<file path="src/rtl/score_pkg.sv">
// score_pkg: shared types and defaults for the score BCD converter
// Holds the BCD digit type, the converter FSM state encoding and the
// default widths/saturation value used by the display path.
package score_pkg;
    typedef logic [3:0] bcd_digit_t;
    typedef enum logic [1:0] {IDLE, SHIFT, DONE} conv_state_t;
    localparam int SCORE_BIN_W  = 14;
    localparam int SCORE_DIGITS = 4;
    localparam int SCORE_SAT    = 9999;
endpackage

</file>
<file path="src/rtl/score_bcd_converter_add3.sv">
// bcd_add3: per-nibble shift-add-3 adjust
// Ports:
//   d  in   4  BCD nibble before adjust
//   q  out  4  d + 3 when d >= 5, else d (4-bit add, no carry out)
module bcd_add3
    import score_pkg::*;
(
    input  bcd_digit_t d,
    output bcd_digit_t q
);
    assign q = d >= 4'd5 ? d + 4'd3 : d;
endmodule

</file>
<file path="src/rtl/score_bcd_converter.sv">
// score_bcd_converter: sequential binary-to-BCD (shift-add-3) for the score display
// Ports:
//   clk        in   1      system clock
//   rst        in   1      asynchronous reset, active-high
//   bin_in     in   BIN_W  binary score, sampled on handshake
//   bin_valid  in   1      producer has a score to convert
//   bin_ready  out  1      converter idle and able to accept
//   dig0..3    out  4      BCD digits, dig0 ones .. dig3 thousands
//   dig_valid  out  1      one-cycle pulse when digits update
//   ovf        out  1      last accepted input was above SAT_VAL
module score_bcd_converter
    import score_pkg::*;
#(
    parameter int BIN_W   = SCORE_BIN_W,
    parameter int DIGITS  = SCORE_DIGITS,
    parameter int SAT_VAL = SCORE_SAT
) (
    input  logic             clk,
    input  logic             rst,
    input  logic [BIN_W-1:0] bin_in,
    input  logic             bin_valid,
    output logic             bin_ready,
    output bcd_digit_t       dig0,
    output bcd_digit_t       dig1,
    output bcd_digit_t       dig2,
    output bcd_digit_t       dig3,
    output logic             dig_valid,
    output logic             ovf
);
    localparam int CW = $clog2(BIN_W);
    localparam logic [BIN_W-1:0] SAT = BIN_W'(SAT_VAL);

    conv_state_t           state, state_nxt;
    logic [CW-1:0]         bit_cnt;
    logic [BIN_W-1:0]      bin_sr;
    logic [4*DIGITS-1:0]   bcd_acc, adj;
    logic                  ovf_nxt;
    logic                  over;

    for (genvar i = 0; i < DIGITS; i++) begin : g_adj
        bcd_add3 u_add3 (.d(bcd_acc[4*i +: 4]), .q(adj[4*i +: 4]));
    end

    assign over      = bin_in > SAT;
    assign bin_ready = state == IDLE;

    always_comb begin
        state_nxt = state == IDLE  ? (bin_valid ? SHIFT : IDLE) :
                    state == SHIFT ? (bit_cnt == '0 ? DONE : SHIFT) : IDLE;
    end

    always_ff @(posedge clk or posedge rst) begin
        if (rst) begin
            state     <= IDLE;
            bit_cnt   <= '0;
            bin_sr    <= '0;
            bcd_acc   <= '0;
            ovf_nxt   <= 1'b0;
            dig0      <= '0;
            dig1      <= '0;
            dig2      <= '0;
            dig3      <= '0;
            dig_valid <= 1'b0;
            ovf       <= 1'b0;
        end else begin
            state     <= state_nxt;
            dig_valid <= 1'b0;
            if (state == IDLE && bin_valid) begin
                bin_sr  <= over ? SAT : bin_in;
                bcd_acc <= '0;
                ovf_nxt <= over;
                bit_cnt <= CW'(BIN_W - 1);
            end else if (state == SHIFT) begin
                // adjust then shift; the binary MSB enters the BCD LSB
                {bcd_acc, bin_sr} <= {adj, bin_sr} << 1;
                bit_cnt           <= bit_cnt - 1'b1;
            end else if (state == DONE) begin
                dig0      <= bcd_acc[3:0];
                dig1      <= bcd_acc[7:4];
                dig2      <= bcd_acc[11:8];
                dig3      <= bcd_acc[15:12];
                ovf       <= ovf_nxt;
                dig_valid <= 1'b1;
            end
        end
    end
endmodule

</file>
<file path="config.mk">
export PLATFORM = sky130hd
export DESIGN_NAME = score_bcd_converter
export DESIGN_NICKNAME = d
export VERILOG_FILES = /design/src/rtl/score_pkg.sv /design/src/rtl/score_bcd_converter_add3.sv /design/src/rtl/score_bcd_converter.sv
export SDC_FILE = /design/constraint.sdc
export NUM_CORES = 1
export LEC_CHECK = 0
export ABC_AREA = 0
export ABC_CLOCK_PERIOD_IN_PS = 4100
export BUFFER_PORTS_ARGS = -buffer_cell sky130_fd_sc_hd__buf_2
export CORE_ASPECT_RATIO = 1.25
export CORE_MARGIN = 1.5
export CORE_UTILIZATION = 60
export DETAILED_ROUTE_END_ITERATION = 12
export PLACE_DENSITY = 0.83
export SLEW_MARGIN = 20
export SYNTH_ARGS = -nofsm -noshare
export SYNTH_HDL_FRONTEND = slang
export SYNTH_SLANG_ARGS = --single-unit
export TNS_END_PERCENT = 30
</file>
<file path="constraint.sdc">
create_clock -name clk -period 4.1 [get_ports clk]
set_input_delay 0.205 -clock clk [delete_from_list [all_inputs] [get_ports clk]]
set_output_delay 0.205 -clock clk [all_outputs]
set_load 0.02 [all_outputs]
</file>
==> impl_metrics.ini <==
[yosys]
synth_cells = 242
ys_seq_area_share_pct = 53.1
yosysWarnings = 0
ys_async_sr_fraction_pct = 100
synthesis.area_mm2 = 0.00259
synth_edf_count = 0
synthTopCellsByArea = dfrtp_1 53%, ha_1 4.8%, mux2_2 4.3%, o21ai_0 4.3%, a21oi_1 3.3%
syn_area_per_cell_um2 = 10.7
ys_types = 36
syn-num-nets = 269
yosys.area.top_type = dfrtp_1
synth.top_cell.area_share_pct = 53.1
ys.flop_type = dfrtp_1
ys_ff_latch = 55

[sta]
fin_tns_setup_ns = 0
clock.fmax_ghz = 0.518
period_needed_ns = 1.93
worst_pin_slew_ns = 1.02
layout_setup_ws_ns = 2.17
slew-limit-headroom_pct = 31.7
setup_viol = 0
drv_slew = 0
fin_crit_sh_pct = 47.1
hold_viol = 0
rsz0062_at_grt = no
skew_ns = 0.00872

[floorplanning]
ios = 36
die_h_um = 76.5
row_count = 26
core_mm2 = 0.00413
fp.dieW_um = 61.8
die_area_mm2 = 0.00472
start_util_pct = 62.7

[finish]
final_net_count = 299
n_antenna_cell = 0
syn_to_final_growth_pct = 11.6
final_cell_mix = 55 x dfrtp_1, 35 x buf_2, 22 x o21ai_0, 17 x a21oi_1, 16 x nand2_1
layout-drive-gt1-share_pct = 22.7
finalCoreUtilization_pct = 70.0
final_common_cell = dfrtp_1

[clock_tree]
post-cts-setup-buffers = 0
hold_buffers = 0
cts_buffers = 5
clkTransAtPathRegs_ns = 0.10
cts_tree = built
cts-resized-gates = 0
root_buffer = clkbuf_8
htree_levels = 2
insertion_delay_ns = 0.31
clock_sinks = 55
clock_path_buffers = 2

[worst_setup_path]
r2r-start = state[0]
timing.critical_path.fanout_max = 23
start_kind = register
cp_num_cells = 4
crit_buf_inv = 0
crit_required_ns = 4.30
crit_top_cell = nor2_1
r2r_setup_slack_ns = 2.17
crit_chain = or3b_1, nand2b_1, nor2_1, nor2_1
r2r_cells = 4
worstPathArrival_ns = 2.13
slowest_stage = or3b_1
endpoint_kind = register
crit_family = simple AND/OR/NAND/NOR gates
regToRegEndpoint = bin_sr[9]
critPathKind = register to register
critPathMaxStageDelay_ns = 0.77

[global_routing]
grt_pass1_wl_um = 8360
grt_max_degree = 56
grt_pass1_vias = 1835
grt-ovfl-total = 0
antenna_found_initial = 0
track_usage_pct = 23.3

[min_path]
hp-class = primary input to async pin

[placed_design]
numPortBuffers = 35
hpwl_um = 3220
gp_routability_congestion = 0.849
post-place-ws_ns = 2.03

[drt]
drt-pass1-iter-count = 4
viasPerCell = 5.83
drt_iter0_markers = 109
wl_per_cell_um = 14.4
totalWireLength_um = 4740
vias = 1919
ant_nets = 0
drc = 0

[power_and_ir_drop]
cellLeakagePower_uw = 0.00138
peakVddDrop_mv = 0.435
fin_total_pwr_uw = 2310
p_per_area_mw_per_mm2 = 798

[job]
maxCapViolCount = 0

[outcome]
status = complete, no violations
kinds of logic after synthesis:
family / share of synthesized area [%]
AOI/OAI and AO/OA: 17.0
xor gates and xnor gates: 2.03
adders and majority gates: 4.83
buffers and inverters: 4.83
DFF: 53.1
muxes: 5.89
and+or+nand+nor: 12.3
stage by stage:
step / cell area (um^2) / hold slack (ns) / instances
2_1_floorplan: 2590 / 0.330 / 242
3_3_place_gp: 2770 / 0.427 / 321
3_5_place_dp: 2770 / 0.428 / 321
4_1_cts: 2890 / 0.0892 / 329
5_1_grt: 2890 / 0.142 / 329
6_report: 2890 / 0.0560 / 329
flip-flops by register name, indices dropped and copies added, names as in the netlist:
register and count:
bin_sr 14, ovf 1, dig1 4, dig2 4, bcd_acc 16, dig_valid 1
dig0 4, state 2, bit_cnt 4, ovf_nxt 1, dig3 4
layer usage:
layer | track usage [%] | vias up | share of wire (%)
li1 | - | 921 | -
met1 | 31.9 | 924 | 42
met2 | 35.2 | 58 | 50
met3 | 4.75 | 16 | 4.6
met4 | 10.4 | 0 | 3.3
met5 | 0 | - | 0
where the power goes:
part           total [uW]  switching (uW)  leakage, uW  internal (uW)
Sequential            960             173     0.000681            787
Clock                 366             168    0.0000612            198
Combinational         980             559     0.000642            420
Total                2310             900      0.00138           1410
cell type report:
class / instances / area, um^2
clock buffer: 6 / 82.6
clock inverter: 2 / 35.0
fill: 346 / 1240
inverter: 14 / 52.6
multi-input combinational: 160 / 1090
sequential: 55 / 1380
tap: 56 / 70.1
timing repair buffer: 36 / 183
worst max-delay path by stage:
stage / startpoint / end
floorplan: rst / bcd_acc[0]
detailed placement: state[1] / bit_cnt[3]
finish: state[0] / bin_sr[9]
global placement: state[1] / bit_cnt[3]
CTS: state[1] / bit_cnt[3]
global route: state[0] / bit_cnt[2]
synthesized netlist by cell type (6+ instances only):
cell type   n
nand2b_1    7
a21oi_1    17
xnor2_1     6
mux2_2     10
dfrtp_1    55
buf_2       7
nand2_1    16
o21ai_0    22
ha_1       10
nor2_1     11
nand3_1    10
inv_1      14
tightest hold or removal path, stage by stage:
cell	delay [ns]
buf_2	0.10
inv_2	0.03
buf_4	0.52
(Power assumes the default switching activity.)
